--- config.mk ---
export PLATFORM = sky130hd
export DESIGN_NAME = truth_table_sweeper_flat
export DESIGN_NICKNAME = d
export VERILOG_FILES = /design/src/rtl/truth_table_sweeper_if.sv /design/src/rtl/truth_table_sweeper.sv /design/src/flat_wrapper.sv
export SDC_FILE = /design/constraint.sdc
export NUM_CORES = 1
export LEC_CHECK = 0
export CORE_MARGIN = 2
export CORE_UTILIZATION = 48
export DETAILED_ROUTE_END_ITERATION = 8
export GPL_ROUTABILITY_DRIVEN = 0
export GPL_TIMING_DRIVEN = 0
export PLACE_DENSITY = 0.76
export SKIP_LAST_GASP = 1
export SYNTH_ARGS = -nofsm -noshare
export SYNTH_HDL_FRONTEND = slang
export SYNTH_SLANG_ARGS = --single-unit
--- constraint.sdc ---
create_clock -name clk -period 2.4 [get_ports clk]
set_input_delay 0.36 -clock clk [delete_from_list [all_inputs] [get_ports clk]]
set_output_delay 0.36 -clock clk [all_outputs]
set_load 0.02 [all_outputs]
--- src/rtl/truth_table_sweeper_if.sv ---
// rtl/truth_table_sweeper_if.sv - start/result/DUT-vector bundle between sweeper and its surroundings
interface truth_table_sweeper_if #(
  parameter int N_IN = 4
);
  logic                   start;
  logic [(1<<N_IN)-1:0]   exp_tt;
  logic [N_IN-1:0]        abcd;
  logic                   f_in;
  logic                   busy;
  logic                   done;
  logic [(1<<N_IN)-1:0]   tt;
  logic                   match;
  logic [N_IN:0]          mism_cnt;
  logic [N_IN-1:0]        first_mism;

  modport master (
    input  start, exp_tt, f_in,
    output abcd, busy, done, tt, match, mism_cnt, first_mism
  );

  modport slave (
    output start, exp_tt, f_in,
    input  abcd, busy, done, tt, match, mism_cnt, first_mism
  );
endinterface

--- src/rtl/truth_table_sweeper.sv ---
// rtl/truth_table_sweeper.sv - exhaustive input sweep of an N-input logic block with truth-table compare
// Optional feature macro: SWEEP_EARLY_STOP_EN (stop the sweep at the first mismatching vector).
module truth_table_sweeper #(
  parameter int N_IN       = 4,
  parameter int SETTLE_CYC = 2
) (
  input logic                   clk,
  input logic                   rst_n,
  truth_table_sweeper_if.master bus
);
  localparam int W  = 1 << N_IN;
  localparam int CW = (SETTLE_CYC > 1) ? $clog2(SETTLE_CYC) : 1;
  localparam logic [CW-1:0]   SETTLE_LOAD = CW'(SETTLE_CYC - 1);
  localparam logic [CW-1:0]   CNT_ONE     = CW'(1);
  localparam logic [N_IN-1:0] VEC_ONE     = N_IN'(1);
  localparam logic [N_IN:0]   MISM_ONE    = (N_IN + 1)'(1);

  typedef enum logic [1:0] {S_IDLE, S_WAIT, S_SAMPLE, S_DONE} state_t;

  state_t          state;
  logic [N_IN-1:0] vec;
  logic [CW-1:0]   cnt;
  logic [W-1:0]    tt_r;
  logic [N_IN:0]   mism_r;
  logic [N_IN-1:0] first_r;
  logic            busy_r;
  logic            done_r;
  logic            match_r;

  logic            mism;
  logic            last_vec;

  // Current vector disagrees with its expected bit; last vector of the table reached.
  assign mism     = bus.f_in != bus.exp_tt[vec];
  assign last_vec = &vec;

  assign bus.abcd       = vec;
  assign bus.busy       = busy_r;
  assign bus.done       = done_r;
  assign bus.tt         = tt_r;
  assign bus.match      = match_r;
  assign bus.mism_cnt   = mism_r;
  assign bus.first_mism = first_r;

  // Sweep sequencer: settle each vector, sample f_in, accumulate mismatch statistics.
  always_ff @(posedge clk or negedge rst_n) begin
    if (!rst_n) begin
      state   <= S_IDLE;
      vec     <= '0;
      cnt     <= '0;
      tt_r    <= '0;
      mism_r  <= '0;
      first_r <= '0;
      busy_r  <= 1'b0;
      done_r  <= 1'b0;
      match_r <= 1'b0;
    end else begin
      done_r <= 1'b0;
      case (state)
        S_IDLE: begin
          if (bus.start) begin
            state   <= S_WAIT;
            vec     <= '0;
            cnt     <= SETTLE_LOAD;
            tt_r    <= '0;
            mism_r  <= '0;
            first_r <= '0;
            match_r <= 1'b0;
            busy_r  <= 1'b1;
          end
        end
        S_WAIT: begin
          if (cnt == '0) state <= S_SAMPLE;
          else           cnt   <= cnt - CNT_ONE;
        end
        S_SAMPLE: begin
          tt_r[vec] <= bus.f_in;
          if (mism) begin
            mism_r <= mism_r + MISM_ONE;
            if (mism_r == '0) first_r <= vec;
          end
`ifdef SWEEP_EARLY_STOP_EN
          if (mism || last_vec) begin
`else
          if (last_vec) begin
`endif
            state <= S_DONE;
          end else begin
            vec   <= vec + VEC_ONE;
            cnt   <= SETTLE_LOAD;
            state <= S_WAIT;
          end
        end
        S_DONE: begin
          done_r  <= 1'b1;
          match_r <= (mism_r == '0);
          busy_r  <= 1'b0;
          state   <= S_IDLE;
        end
        default: state <= S_IDLE;
      endcase
    end
  end
endmodule
--- src/flat_wrapper.sv ---
// flat-port wrapper written by rule: the top's interface ports become plain ports
module truth_table_sweeper_flat 
#(
  parameter int N_IN       = 4,
  parameter int SETTLE_CYC = 2
)
  (clk, rst_n, bus_start, bus_exp_tt, bus_f_in, bus_abcd, bus_busy, bus_done, bus_tt, bus_match, bus_mism_cnt, bus_first_mism);
  truth_table_sweeper_if #(.N_IN(N_IN)) bus_i ();
  input logic clk;
  input logic rst_n;
  input wire logic [$bits(bus_i.start)-1:0] bus_start;
  input wire logic [$bits(bus_i.exp_tt)-1:0] bus_exp_tt;
  input wire logic [$bits(bus_i.f_in)-1:0] bus_f_in;
  output wire logic [$bits(bus_i.abcd)-1:0] bus_abcd;
  output wire logic [$bits(bus_i.busy)-1:0] bus_busy;
  output wire logic [$bits(bus_i.done)-1:0] bus_done;
  output wire logic [$bits(bus_i.tt)-1:0] bus_tt;
  output wire logic [$bits(bus_i.match)-1:0] bus_match;
  output wire logic [$bits(bus_i.mism_cnt)-1:0] bus_mism_cnt;
  output wire logic [$bits(bus_i.first_mism)-1:0] bus_first_mism;
  assign bus_i.start = bus_start;
  assign bus_i.exp_tt = bus_exp_tt;
  assign bus_i.f_in = bus_f_in;
  assign bus_abcd = bus_i.abcd;
  assign bus_busy = bus_i.busy;
  assign bus_done = bus_i.done;
  assign bus_tt = bus_i.tt;
  assign bus_match = bus_i.match;
  assign bus_mism_cnt = bus_i.mism_cnt;
  assign bus_first_mism = bus_i.first_mism;
  truth_table_sweeper #(.N_IN(N_IN), .SETTLE_CYC(SETTLE_CYC)) u_core (.clk(clk), .rst_n(rst_n), .bus(bus_i));
endmodule
==> results of run 1 <==
## Yosys cell counts, types with 2 or more instances
library cell                n
sky130_fd_sc_hd__a211oi_1   2
sky130_fd_sc_hd__o21ai_1    6
sky130_fd_sc_hd__nand2_1   24
sky130_fd_sc_hd__mux4_2     4
sky130_fd_sc_hd__mux2i_4    2
sky130_fd_sc_hd__mux2i_1   13
sky130_fd_sc_hd__and3_1     2
sky130_fd_sc_hd__nand3_1    6
sky130_fd_sc_hd__dfrtp_1   35
sky130_fd_sc_hd__o21ai_0    4
sky130_fd_sc_hd__nand4_1    3
sky130_fd_sc_hd__o211ai_1  10
sky130_fd_sc_hd__ha_1       6
sky130_fd_sc_hd__nor2_1     7
sky130_fd_sc_hd__nor3_1     2
sky130_fd_sc_hd__a21oi_1    2
sky130_fd_sc_hd__clkbuf_1  11
sky130_fd_sc_hd__inv_1      7
sky130_fd_sc_hd__o41ai_1    4
sky130_fd_sc_hd__o311ai_1   4
sky130_fd_sc_hd__o31ai_1   11
sky130_fd_sc_hd__or3_1      2
sky130_fd_sc_hd__nor2b_1    3
sky130_fd_sc_hd__a21o_1     2
## logic make-up after synthesis
logic type | share of synthesized area
compound gates | 0.181
xor+xnor | 0.00451
fa+ha+maj | 0.0387
buf+inv | 0.0426
flops | 0.451
mux | 0.137
simple gates | 0.146
## layer usage
metal / vias up / track usage / part of all wire
met5: - / 0 / 0
met4: 0 / 0.0765 / 0.015
met3: 5 / 0.0517 / 0.062
met2: 53 / 0.326 / 0.47
met1: 806 / 0.321 / 0.45
li1: 813 / - / -
## state kept, by name (all words and copies together) (netlist names)
name                   flops
u_core.bus.tt             16
u_core.bus.mism_cnt        5
u_core.bus.abcd            4
u_core.bus.first_mism      4
u_core.state               2
u_core.bus.busy            1
u_core.bus.done            1
u_core.bus.match           1
u_core.cnt                 1
## worst max-delay path by stage
stage / depth (start not counted) / to
final: 6 / u_core.bus.mism_cnt[1]
after global routing: 6 / u_core.bus.mism_cnt[3]
after CTS: 7 / u_core.bus.first_mism[2]
after detailed placement: 6 / u_core.bus.mism_cnt[1]
after global placement: 5 / u_core.bus.mism_cnt[1]
after floorplan: 6 / u_core.bus.mism_cnt[1]
## power groups by stage
stage / combinational [mW] / clock, mW / sequential, mW
after floorplan: 0.570 / 0 / 0.876
final: 0.992 / 0.410 / 0.794
after CTS: 0.996 / 0.412 / 0.792
after detailed placement: 0.992 / 0 / 0.803
after global placement: 0.981 / 0 / 0.801
after global routing: 1.09 / 0.447 / 0.809
## cell type report
cell class	instances	area (um2)
plain buffers	12	53.8
clock buffers	7	76.3
clock inverters	1	5.00
fillers	307	1350
inverters	8	30.0
multi-input cells	132	988
flip-flops and latches	35	876
well taps	50	62.6
repair buffers	51	505
## critical path, delay by kind of cell, from the launching register on
family,cells,cell delay [ns]
AOI/OAI and AO/OA,1,0.21
buffers and inverters,1,0.17
DFF,1,0.43
muxes,3,0.94
and+or+nand+nor,1,0.37
## per-stage QoR
stage	hold slack [ns]	area, um2	std cells
after detailed placement	0.484	2510	288
after CTS	0.183	2590	296
after floorplan	0.0644	1940	187
after global routing	0.204	2600	296
final	0.151	2600	296
after global placement	0.491	2510	288
## what timing repair did
item,CTS,global route
setup endpoints to repair,0,6
hold buffers,0,0
buffers inserted,0,0
gates resized for setup,0,3
## placed cells by master, fill, tap and decap left out, types with 5 or more instances in the layout
cell type,count
sky130_fd_sc_hd__clkbuf_1,12
sky130_fd_sc_hd__clkbuf_8,5
sky130_fd_sc_hd__clkdlybuf4s50_1,50
sky130_fd_sc_hd__dfrtp_1,35
sky130_fd_sc_hd__ha_1,6
sky130_fd_sc_hd__inv_1,7
sky130_fd_sc_hd__mux2i_1,13
sky130_fd_sc_hd__nand2_1,24
sky130_fd_sc_hd__nand3_1,6
sky130_fd_sc_hd__nor2_1,7
sky130_fd_sc_hd__o211ai_1,10
sky130_fd_sc_hd__o21ai_1,6
sky130_fd_sc_hd__o31ai_1,11
==> parameters.txt, run 1 <==
Parameter                              Value

Drt
  DRC Markers ... 0
  Total wire length ... 4.44 mm
  Iteration-0 DRC Markers ... roughly 130
  Average routed wire per standard cell ... about 15 um
  Initial DRT Pass Iterations ... 4
  Routed via count divided by cell count ... 5.67
  Total number of vias ... between 1.5k and 2k
  Antenna-violating nets left ... 0

Logic synthesis
  Post-Synthesis Cells ... about 190
  Post-synth top area cell ... sky130_fd_sc_hd__dfrtp_1
  Syn Nets ... between 200 and 250
  Mean Syn Cell Area ... ~10 um2
  Portion of the post-synthesis area used by sequential elements ... 0.451
  Count of state elements after synthesis ... 35
  Synthesized cell area ... 1940 um2
  Largest cells by area after synthesis ... sky130_fd_sc_hd__dfrtp_1, sky130_fd_sc_hd__mux2i_1, sky130_fd_sc_hd__mux4_2, sky130_fd_sc_hd__nand2_1, sky130_fd_sc_hd__o31ai_1
  Syn. warnings ... 0
  Count of cell types in the netlist ... 39
  Top cell type's share of synthesized area ... 0.451
  Predominant post-synthesis flop cell ... sky130_fd_sc_hd__dfrtp_1
  Number of flops mapped to enable cells by yosys ... 0
  Async set-reset flop share out of synthesis ... 1.00

Setup path
  Endpoint of the most critical register-to-register path ... u_core.bus.mism_cnt[1]
  Crit path max fanout ... 7
  Crit start category ... register
  Critical path required time ... 2.57 ns
  Setup crit end kind ... register
  Critical path's slowest cell ... sky130_fd_sc_hd__mux4_2
  Register-to-Register Path Depth ... 6
  Reg2Reg Setup Slack ... 0.18 ns
  CP max stage delay ... 0.53 ns
  Type of the worst setup path ... register to register
  Critical path cell sequence ... buf_6 > mux4_2 > mux2i_4 > mux2i_1 > or3_1 > a32o_1
  Critical register-to-register path startpoint ... u_core.bus.abcd[0]
  Critical path data arrival time ... 2.40 ns
  Crit path launch ... u_core.bus.abcd[0]

Die
  Die height ... 67.6 um
  Horizontal die dimension ... approximately 68 um
  Floorplan die area ... 4570 um2
  Total number of placement rows ... 23
  Floorplan core area ... 3940 um2
  I/O pin total ... 52
  Starting Density ... 0.492

Timing
  RSZ-0062 raised after global routing ... no
  Final TNS setup ... 0 ns
  Relative slew margins ... 0.483
  Fraction of the cycle the final worst path needs ... 0.927
  Hold violation total from the final report ... 0
  Setup clock skew after layout ... 0.00708 ns
  Max Clk Rate ... roughly 0.45 GHz
  Max Transition Viols Final ... 0
  Final setup slack of the worst path ... 0.175 ns
  Minimum clock period ... between 2 and 2.5 ns
  Slew of the pin with the lowest slew margin ... around 0.77 ns
  Setup-violating endpoint count in the final report ... 0

Pwr
  Share of total power consumed by net switching ... 0.393
  Power density over cell area ... ~850 nW/um2
  Clock Power Share ... 0.187
  Power consumption ... ~2.2 mW
  Reported leakage power ... 1.10 nW
  NetSw ... 0.863 mW
  Portion of total power attributed to combinational logic ... 0.452
  Largest vdd supply drop ... 0.537 mV
  Internal power ... 1.33 mW
  Fraction of power consumed by sequential logic ... 0.361

Finish
  Share of cells above drive strength 1 ... 0.0772
  Syn-to-layout area delta ... 33.8%
  Post-layout utilization of the core ... 0.659
  Ant. Diodes ... 0
  Net count of the finished layout ... 271

GRT
  Largest net degree at the start of global routing ... 36
  Overflow left after global routing ... 0
  Number of global-route vias before repair ... 1,518
  Global-route wire length before repair ... 7.41 mm
  Total GRT Usage ... 0.222
  Number of antenna violations at the first check in global routing ... 0

Placement
  Count of input and output buffers ... 51
  Post-Place Worst Slack ... 0.0134 ns
  Placed wire-length estimate after detailed placement ... 3.33 mm

CTS
  CTS Buf Count ... 5
  CTS tree ... built
  Buffer type at the clock tree root ... sky130_fd_sc_hd__clkbuf_8
  Clock Sinks ... 35
  CTS Buffer Depth ... 2
  Maximum level of the CTS H-tree ... 2
  Clock transition at the register clock pins on the worst setup and hold paths after CTS ... 0.07 ns
  Latest clock arrival within the worst-skew pair ... just under 0.3 ns

Outcome
  Run status ... completed

Run
  Max Cap Violations ... 0

Worst hold path
  Class of the most critical hold timing path ... input port to asynchronous set/reset pin
No activity file was read; power rests on OpenSTA's default activity.
==> run 2: changes to the inputs <==
--- a/config.mk
+++ b/config.mk
@@ -7,10 +7,12 @@
 export LEC_CHECK = 0
 export CORE_MARGIN = 2
 export CORE_UTILIZATION = 48
+export CTS_CLUSTER_SIZE = 14
 export DETAILED_ROUTE_END_ITERATION = 8
 export GPL_ROUTABILITY_DRIVEN = 0
 export GPL_TIMING_DRIVEN = 0
 export PLACE_DENSITY = 0.76
+export SETUP_SLACK_MARGIN = 0.3
 export SKIP_LAST_GASP = 1
 export SYNTH_ARGS = -nofsm -noshare
 export SYNTH_HDL_FRONTEND = slang
==> run 2 against run 1 <==
  * Fmax up 5.9%
  * Critical endpoint unchanged
  * Hold slack worse by 0.0012 ns
  * Highest routed layer unchanged
  * Clock skew down 0.0035 ns
  * Critical path type unchanged
==> parameters.txt, run 2 (synthesis results as in run 1) <==
Parameter                              Value

Outcome
  Run status ... completed

Finish
  Ant. Diodes ... 0
  Leading cell types in the layout, fill and taps excluded ... sky130_fd_sc_hd__clkdlybuf4s50_1, sky130_fd_sc_hd__dfrtp_1, sky130_fd_sc_hd__nand2_1
  Leading cell type in the layout, fill and taps excluded ... sky130_fd_sc_hd__clkdlybuf4s50_1
  Flip-flop count of the largest register after layout ... 16
  Final Instance Area ... 2660 um2
  Share of cells above drive strength 1 ... 0.128
  Count of placed standard cells in the final layout, fillers left out ... 300
  Syn-to-layout area delta ... 37.3%
  Net count of the finished layout ... about 280

Timing
  Slew of the pin with the lowest slew margin ... 0.781 ns
  Final TNS setup ... 0 ns
  Hold violation total from the final report ... 0
  Max Transition Viols Final ... 0
  Setup-violating endpoint count in the final report ... 0
  Minimum clock period ... 2.10 ns
  Max Clk Rate ... 0.476 GHz
  Setup clock skew after layout ... 0.00358 ns
  Fraction of the cycle the final worst path needs ... 0.875
  RSZ-0062 raised after global routing ... yes
  Relative slew margins ... 0.480

Pwr
  Internal power ... between 1 and 1.5 mW
  Fraction of power consumed by sequential logic ... 0.348
  Power consumption ... 2.28 mW
  Clock Power Share ... 0.178
  Portion of total power attributed to combinational logic ... 0.473
  Reported leakage power ... 1.13 nW
  Largest vdd supply drop ... 0.405 mV
  Power density over cell area ... approximately 850 nW/um2
  NetSw ... 0.890 mW
  Share of total power consumed by net switching ... 0.391

Placement
  Cell Count Post-Placement ... about 290
  Count of input and output buffers ... 51
  Cell area reported after detailed placement ... approximately 2500 um2
  Placed wire-length estimate after detailed placement ... around 3.5 mm

Setup path
  Critical path cell sequence ... buf_6 > mux4_2 > mux2i_4 > mux2i_1 > or3_1 > a32o_1
  Setup crit end kind ... register
  Critical path data arrival time ... 2.27 ns
  CP max stage delay ... about 0.52 ns
  Crit start category ... register
  Type of the worst setup path ... register to register
  Crit path max fanout ... 6
  Critical path's slowest cell ... sky130_fd_sc_hd__mux4_2
  Combined buffer and inverter count along the critical path ... 1
  Kind of cell adding the most delay to the critical path ... multiplexers
  Critical path required time ... about 2.6 ns

Run
  Max Cap Violations ... 0

CTS
  Latest clock arrival within the worst-skew pair ... 0.29 ns
  CTS tree ... built
  Maximum level of the CTS H-tree ... 2
  CTS Buffer Depth ... 2
  Buffer type at the clock tree root ... sky130_fd_sc_hd__clkbuf_8
  Clock transition at the register clock pins on the worst setup and hold paths after CTS ... approximately 0.070 ns
  CTS Buf Count ... 5
  Clock Sinks ... 35
  Number of hold-repair buffers added at the cts stage ... 0

Die
  Floorplan core area ... 3940 um2
  Floorplan die area ... about 4600 um2
  Starting Density ... 0.492
  Horizontal die dimension ... 67.6 um
  I/O pin total ... 52
  Total number of placement rows ... 23
  Die height ... approximately 68 um

Drt
  Iteration-0 DRC Markers ... 111
  Average routed wire per standard cell ... approximately 16 um
  Routed via count divided by cell count ... 5.64
  DRC Markers ... 0
  Total wire length ... 4.76 mm
  Initial DRT Pass Iterations ... 4
  Antenna-violating nets left ... 0
  Total number of vias ... 1,692

GRT
  Total GRT Usage ... 0.237
  Number of global-route vias before repair ... 1,613
  Number of antenna violations at the first check in global routing ... 0
  Global-route wire length before repair ... 7.94 mm
  Overflow left after global routing ... 0
  Largest net degree at the start of global routing ... 36

Worst hold path
  Class of the most critical hold timing path ... input port to asynchronous set/reset pin
## run 2: cell types whose count changed in the layout (fill, tap and decap cells not counted), sizes merged
cell,previous run,this run
buf,2,6
## run 2: path summary, 6_finish.rpt
| kind | from | end | slack [ns] | cells after the start |
|---|---|---|---|---|
| hold reg to reg | u_core.bus.busy | u_core.bus.busy | 0.51 | 2 |
| setup / recovery | u_core.bus.abcd[0] | u_core.bus.mism_cnt[1] | 0.30 | 6 |
| hold / removal | rst_n | u_core.bus.tt[4] | 0.15 | 1 |
| setup reg to reg | u_core.bus.abcd[0] | u_core.bus.mism_cnt[1] | 0.30 | 6 |
| max in group asynchronous | rst_n | u_core.bus.abcd[0] | 1.72 | 1 |
| min in group clk | u_core.bus.busy | u_core.bus.busy | 0.51 | 2 |
## run 2: metal layers
layer	GRT usage	vias up	share of wire
li1	-	824	-
met1	0.331	813	0.46
met2	0.363	47	0.47
met5	0	-	0
met3	0.0550	8	0.050
met4	0.0791	0	0.016
## run 2: cell type report
| type | count | area [um2] |
|---|---|---|
| Buffer | 12 | 55.1 |
| Clock buffer | 7 | 76.3 |
| Clock inverter | 1 | 5.00 |
| Fill cell | 313 | 1280 |
| Inverter | 8 | 30.0 |
| Multi-Input combinational cell | 132 | 1020 |
| Sequential cell | 35 | 877 |
| Tap cell | 50 | 62.6 |
| Timing Repair Buffer | 55 | 536 |
## run 2: power groups by stage
stage / clock [mW] / combinational, mW / sequential, mW
2_1_floorplan: 0 / 0.570 / 0.877
3_3_place_gp: 0 / 0.977 / 0.798
3_5_place_dp: 0 / 0.987 / 0.805
4_1_cts: 0.418 / 1.04 / 0.791
5_1_grt: 0.445 / 1.18 / 0.805
6_report: 0.406 / 1.08 / 0.793
## run 2: what timing repair did
item	4_1_cts	5_1_grt
setup endpoints to repair	19	23
gates resized for setup	3	9
setup buffers	4	0
pin swaps	1	0
## run 2: stage by stage
step,utilization,setup slack (ns),hold slack [ns]
finish,0.676,0.299,0.149
global route,0.676,0.212,0.188
CTS,0.668,0.305,0.172
detailed placement,0.637,-0.0408,0.485
global placement,0.638,-0.0462,0.484
floorplan,-,0.298,0.0644
==> run 3: changes to the inputs <==
--- a/config.mk
+++ b/config.mk
@@ -6,12 +6,14 @@
 export NUM_CORES = 1
 export LEC_CHECK = 0
 export CORE_MARGIN = 2
-export CORE_UTILIZATION = 48
+export CORE_UTILIZATION = 50
+export CTS_BUF_LIST = sky130_fd_sc_hd__clkbuf_4 sky130_fd_sc_hd__clkbuf_8
 export CTS_CLUSTER_SIZE = 14
 export DETAILED_ROUTE_END_ITERATION = 8
 export GPL_ROUTABILITY_DRIVEN = 0
 export GPL_TIMING_DRIVEN = 0
-export PLACE_DENSITY = 0.76
+export MAX_ROUTING_LAYER = met4
+export PLACE_DENSITY = 0.79
 export SETUP_SLACK_MARGIN = 0.3
 export SKIP_LAST_GASP = 1
 export SYNTH_ARGS = -nofsm -noshare
==> run 3 against run 2 <==
  * Critical path depth unchanged
  * Die area fell by 3.8%
  * Global-route usage rose by 0.52 points
  * Setup slack worse by 0.031 ns
  * Flip-flop and latch count unchanged
  * Sequential power about the same
  * Clock skew up 0.0066 ns
  * Routed wire length decreased by 3.6%
  * Combinational power is essentially flat
  * Register-to-register slack worse by 0.03 ns
  * Final cell count did not move
  * Sequential share of layout area fell by 0.52 points
  * Critical path type unchanged
  * Largest power group unchanged
==> parameters.txt, run 3 (synthesis results as in run 1) <==
Parameter                              Value

Outcome
  Run status ... completed

Run
  Max Cap Violations ... 0

Drt
  Initial DRT Pass Iterations ... 4
  Routed via count divided by cell count ... 5.73
  Total number of vias ... 1,718
  Total wire length ... around 4.6 mm
  DRC Markers ... 0
  Antenna-violating nets left ... 0
  Average routed wire per standard cell ... 15.3 um
  Iteration-0 DRC Markers ... slightly above 100

Die
  I/O pin total ... 52
  Total number of placement rows ... 22
  Floorplan die area ... approximately 4400 um2
  Horizontal die dimension ... roughly 66 um
  Floorplan core area ... 3690 um2
  Die height ... between 60 and 70 um
  Starting Density ... 0.526

Setup path
  Critical register-to-register path startpoint ... u_core.bus.abcd[0]
  Endpoint of the most critical register-to-register path ... u_core.bus.mism_cnt[1]
  Crit start category ... register
  Reg2Reg Setup Slack ... 0.27 ns
  Critical path data arrival time ... 2.31 ns
  Crit path max fanout ... 6
  Setup crit end kind ... register
  Type of the worst setup path ... register to register
  Register-to-Register Path Depth ... 6
  Critical path required time ... 2.58 ns

GRT
  Number of antenna violations at the first check in global routing ... 0
  Global Route met3 Usage ... 0.0613
  Global routing's busiest layer ... met2
  Global-route wire length before repair ... 7.94 mm
  Global-route met2 utilization ... 0.359
  Overflow left after global routing ... 0
  Met1 Use GR ... 0.332
  Total GRT Usage ... 0.242
  Number of global-route vias before repair ... 1,689
  Largest net degree at the start of global routing ... 36

Finish
  Ant. Diodes ... 0
  Leading cell type in the layout, fill and taps excluded ... sky130_fd_sc_hd__clkdlybuf4s50_1
  Post-layout utilization of the core ... 0.734
  Register area ... just under 900 um2
  Flip-flop count of the largest register after layout ... 16
  Layout filler cell count ... around 290
  Combined area of the multi-input logic cells ... 1020 um2
  Net count of the finished layout ... 277
  Syn-to-layout area delta ... 39.5%
  Share of cells above drive strength 1 ... 0.135
  Leading cell types in the layout, fill and taps excluded ... sky130_fd_sc_hd__clkdlybuf4s50_1, sky130_fd_sc_hd__dfrtp_1, sky130_fd_sc_hd__nand2_1

CTS
  Maximum level of the CTS H-tree ... 2
  Clock Sinks ... 35
  CTS tree ... built
  Latest clock arrival within the worst-skew pair ... 0.29 ns
  CTS Buffer Depth ... 2
  Number of hold-repair buffers added at the cts stage ... 0
  Clock transition at the register clock pins on the worst setup and hold paths after CTS ... 0.08 ns
  CTS Buf Count ... 5
  Buffer type at the clock tree root ... sky130_fd_sc_hd__clkbuf_8

Pwr
  Reported leakage power ... 1.16 nW
  Power density over cell area ... 905 nW/um2
  Largest vdd supply drop ... 0.511 mV

Worst hold path
  Class of the most critical hold timing path ... input port to asynchronous set/reset pin

Timing
  Max Transition Viols Final ... 0
  Relative slew margins ... 0.484
  Max Clk Rate ... 0.469 GHz
  Setup-violating endpoint count in the final report ... 0
  RSZ-0062 raised after global routing ... yes
  Fraction of the cycle the final worst path needs ... 0.888
  Slew of the pin with the lowest slew margin ... roughly 0.77 ns
  Setup clock skew after layout ... 0.0101 ns
  Final TNS setup ... 0 ns
  Minimum clock period ... 2.13 ns
  Hold violation total from the final report ... 0

Placement
  Placed wire-length estimate after detailed placement ... 3.20 mm
  Count of input and output buffers ... 51
==> run 3: metal layers <==
metal  routed length (um)  vias to the layer above
met3                  236                       11
met2                 2150                       59
li1                     -                      825
met1                 2110                      823
met5                    0                        -
met4                  100                        0
==> run 3: worst max path at each step <==
stage               cells past startpoint                endpoint  slack, ns               start
CTS                                     6  u_core.bus.mism_cnt[1]       0.27  u_core.bus.abcd[0]
detailed placement                      5  u_core.bus.mism_cnt[1]       0.02           bus_start
finish                                  6  u_core.bus.mism_cnt[1]       0.27  u_core.bus.abcd[0]
floorplan                               6  u_core.bus.mism_cnt[1]       0.30  u_core.bus.abcd[0]
global placement                        5  u_core.bus.mism_cnt[1]       0.02           bus_start
global route                            6  u_core.bus.mism_cnt[1]       0.21  u_core.bus.abcd[0]
==> run 3: layout make-up <==
class	count	area share
tap	48	0.0222
inverter	8	0.0111
clock buffer	6	0.0305
sequential	35	0.324
multi-input combinational	132	0.375
buffer	12	0.0203
clock inverter	2	0.0129
timing repair buffer	57	0.203
==> run 3: repair_timing <==
item | 4_1_cts | 5_1_grt
endpoints found under the setup margin | 13 | 22
setup buffers | 5 | 1
resized for setup | 4 | 6
hold endpoints to repair | 0 | 0
pin swaps | 2 | 2
==> run 3: worst max-delay path, stage by stage (launching register included) <==
cell                      delay [ns]
sky130_fd_sc_hd__dfrtp_2        0.38
sky130_fd_sc_hd__buf_6          0.13
sky130_fd_sc_hd__mux4_2         0.52
sky130_fd_sc_hd__mux2i_4        0.26
sky130_fd_sc_hd__mux2i_1        0.12
sky130_fd_sc_hd__or3_4          0.38
sky130_fd_sc_hd__a32o_2         0.22
==> run 3: power breakdown <==
| part | total (mW) | switching (mW) | leakage, nW | internal, mW |
|---|---|---|---|---|
| sequential | 0.792 | 0.0998 | 0.474 | 0.692 |
| clock | 0.554 | 0.218 | 0.0612 | 0.336 |
| combinational | 1.10 | 0.585 | 0.626 | 0.517 |
| total | 2.45 | 0.903 | 1.16 | 1.55 |
==> run 3: per-stage QoR <==
stage / instance area [um2] / power [mW] / worst slack [ns] / instances / hold slack [ns]
after floorplan: 1940 / 1.45 / 0.298 / 187 / 0.0644
after global placement: 2510 / 1.77 / 0.0206 / 286 / 0.483
after detailed placement: 2510 / 1.78 / 0.0207 / 286 / 0.477
after CTS: 2680 / 2.40 / 0.273 / 299 / 0.169
after global routing: 2710 / 2.60 / 0.206 / 300 / 0.203
final: 2710 / 2.45 / 0.269 / 300 / 0.142
==> RTL edit (settings of run 3) <==
Encoding of `state_t`: now Gray code (2 bits for 4 states).
--- a/src/rtl/truth_table_sweeper.sv
+++ b/src/rtl/truth_table_sweeper.sv
@@ -17,3 +17,3 @@
 
-  typedef enum logic [1:0] {S_IDLE, S_WAIT, S_SAMPLE, S_DONE} state_t;
+  typedef enum logic [1:0] {S_IDLE = 2'b00, S_WAIT = 2'b01, S_SAMPLE = 2'b11, S_DONE = 2'b10} state_t;
 
Behaviour: no difference found for any inputs over 10 cycles, from zero or initial values and one cycle with rst_n low; not proved beyond that.
==> RTL edit against run 3 <==
Maximum frequency is 10% lower; synthesized cell count down 0.53%; worst setup slack lost 0.24 ns; routed wire length down 0.54%; sequential cell count stayed put; total power increased by 50%; final cell count fell by 1.3%; cell area decreased by 4.2%; synthesized area down 3.4%; largest cell class unchanged.
==> RTL edit: results (changes against run 3) <==
Run status -> complete, no violations (unchanged)
Initial antenna violation count -> 0 (unchanged)
Inst Count DP -> 285 (was 286)
DR iter-0 viols -> 155 (was 101)
Slew headroom -> 49.3% (was 48.4%)
Leak Pwr -> 1.16 nW (about the same)
Prevailing post-synth register cell -> dfrtp_1 (unchanged)
Synth cell count leaders -> 35 x dfrtp_1, 31 x nand2_1, 13 x nand4_1 (was 35 x dfrtp_1, 24 x nand2_1, 13 x mux2i_1)
GRT Total Usage -> 25.0% (was 24.2%)
Pin count of the biggest net entering global routing -> 36 (unchanged)
Skew final -> 0.00543 ns (was 0.0101 ns)
DR pass1 iterations -> 5 (was 4)
Max reg flops -> 16 (unchanged)
Crit path kind -> flip-flop to flip-flop (unchanged)
Nets -> 273 (was 277)
Setup Viol. Count Final -> 0 (unchanged)
Period utilisation layout -> 99.0% (was 88.8%)
R2R Path End -> u_core.bus.first_mism[0] (was u_core.bus.mism_cnt[1])
Ant diodes -> 0 (unchanged)
Worst vdd ir -> 0.821 mV (was 0.511 mV)
CP max FO -> 5 (was 6)
First-pass GRT wire length -> 7730 um (was 7940 um)
Asr flop ratio synth -> 100% (unchanged)
Vias in the first global route -> 1553 (was 1689)
Vias/cell -> 5.74 (was 5.73)
Fraction of layout cells with a size suffix above 1 -> 12.1% (was 13.5%)
WL/cell -> 15.4 um (was 15.3 um)
Synth area leaders -> dfrtp_1 47%, nand2_1 6.2%, mux4_1 5.6% (was dfrtp_1 45%, mux2i_1 6.7%, mux4_2 4.6%)
Clock-pin transition on the worst setup and hold timing paths -> 0.07 ns
Reg-to-Reg Start -> u_core.bus.abcd[0] (unchanged)
Max Buffers Root-to-Sink -> 2 (unchanged)
Worst-case reg-to-reg path depth -> 6 (unchanged)
Fill cells -> 296 (was 285)
Crit path arrival time -> 2.56 ns (was 2.31 ns)
Worst-skew pair later-pin latency -> 0.29 ns (about the same)
Min-delay worst type -> primary input to asynchronous set/reset pin (unchanged)
CTS buffer count -> 5 (unchanged)
Clk root buf -> clkbuf_8 (unchanged)
Post-Syn Instances -> 186 (was 187)
Switching power -> 1.61 mW (was 903 uW)
Count of input and output buffers -> 51 (unchanged)
CTS H-tree lvls -> 2 (unchanged)
Count of cell types in the netlist -> 37 (was 39)
Post-synthesis sequential area ratio -> 46.7% (was 45.1%)
HPWL after DPL -> 3180 um (was 3200 um)
Syn. warnings -> 0 (unchanged)
Reg2Reg Setup Slack -> 0.02 ns (was 0.27 ns)
Post-Route WL -> 4570 um (was 4590 um)
Net Count, Synth -> 212 (was 213)
[RTL edit: changes by cell type in the layout (fill, tap and decap cells not counted), sizes merged, moves of 4 or more]
cell	run 3	this run
mux2i	15	1
a21oi	2	7
nand4	3	13
nand2	24	31
o41ai	4	0
a22o	0	6
o31ai	11	0
[RTL edit: how the worst min path moves through the flow]
stage                                        end  slack, ns
after floorplan               u_core.bus.abcd[0]       0.06
after global placement         u_core.bus.tt[12]       0.48
after detailed placement  u_core.bus.mism_cnt[1]       0.48
after CTS                 u_core.bus.mism_cnt[1]       0.17
after global routing      u_core.bus.mism_cnt[1]       0.20
final                     u_core.bus.mism_cnt[1]       0.13
[RTL edit: metal layers]
metal	track usage, %	share of wire (%)	vias up
li1	-	-	811
met1	34.3	46	807
met2	36.2	46	75
met3	5.99	7.0	6
met4	9.11	1.5	0
met5	-	0	-
[RTL edit: critical path, cell delays in order, from the launching register on]
cell	delay, ns
dfrtp_2	0.38
buf_8	0.12
mux4_2	0.50
mux4_2	0.58
xnor2_4	0.20
a22o_4	0.29
a22o_1	0.18
[RTL edit: final cells by class]
class                   instances  area [um^2]  share of cell area [%]
multi-input cells             132          938                    36.2
flip-flops and latches         35          877                    33.8
repair buffers                 53          520                    20.1
clock buffers                   8          104                    4.01
well taps                      48         60.1                    2.32
plain buffers                  11         58.8                    2.27
inverters                       9         33.8                    1.30
[RTL edit: what timing repair did]
item | 4_1_cts | 5_1_grt
cloned | 1 | 0
buffers inserted | 2 | 0
gates resized for setup | 3 | 2
pin swaps | 3 | 0
setup endpoints to repair | 9 | 10
[RTL edit: power by group through the flow]
| stage | sequential (mW) | combinational (mW) | clock [mW] |
|---|---|---|---|
| 2_1_floorplan | 1.27 | 1.07 | 0 |
| 6_report | 1.02 | 2.18 | 0.487 |
| 5_1_grt | 1.06 | 2.36 | 0.521 |
| 4_1_cts | 1.02 | 2.17 | 0.487 |
| 3_3_place_gp | 1.04 | 2.02 | 0 |
| 3_5_place_dp | 1.04 | 2.05 | 0 |
[RTL edit: kinds of logic after synthesis]
group                    share of synthesized area (%)
XOR/XNOR                                          1.47
flip-flops                                        46.7
adder cells (fa/ha/maj)                           4.00
buffers and inverters                             4.54
AND/OR/NAND/NOR                                   19.1
multiplexers                                      7.94
AO/OA/AOI/OAI                                     16.3
[RTL edit: metrics by stage]
| step | utilization, % | setup WS (ns) | cell area, um^2 | TNS [ns] |
|---|---|---|---|---|
| after floorplan | - | 0.0266 | 1880 | 0 |
| after global placement | 67.4 | -0.191 | 2450 | -1.49 |
| after detailed placement | 67.2 | -0.229 | 2440 | -1.86 |
| after CTS | 71.3 | 0.0253 | 2590 | 0 |
| after global routing | 71.3 | -0.0562 | 2590 | -0.273 |
| final | 71.3 | 0.0243 | 2590 | 0 |
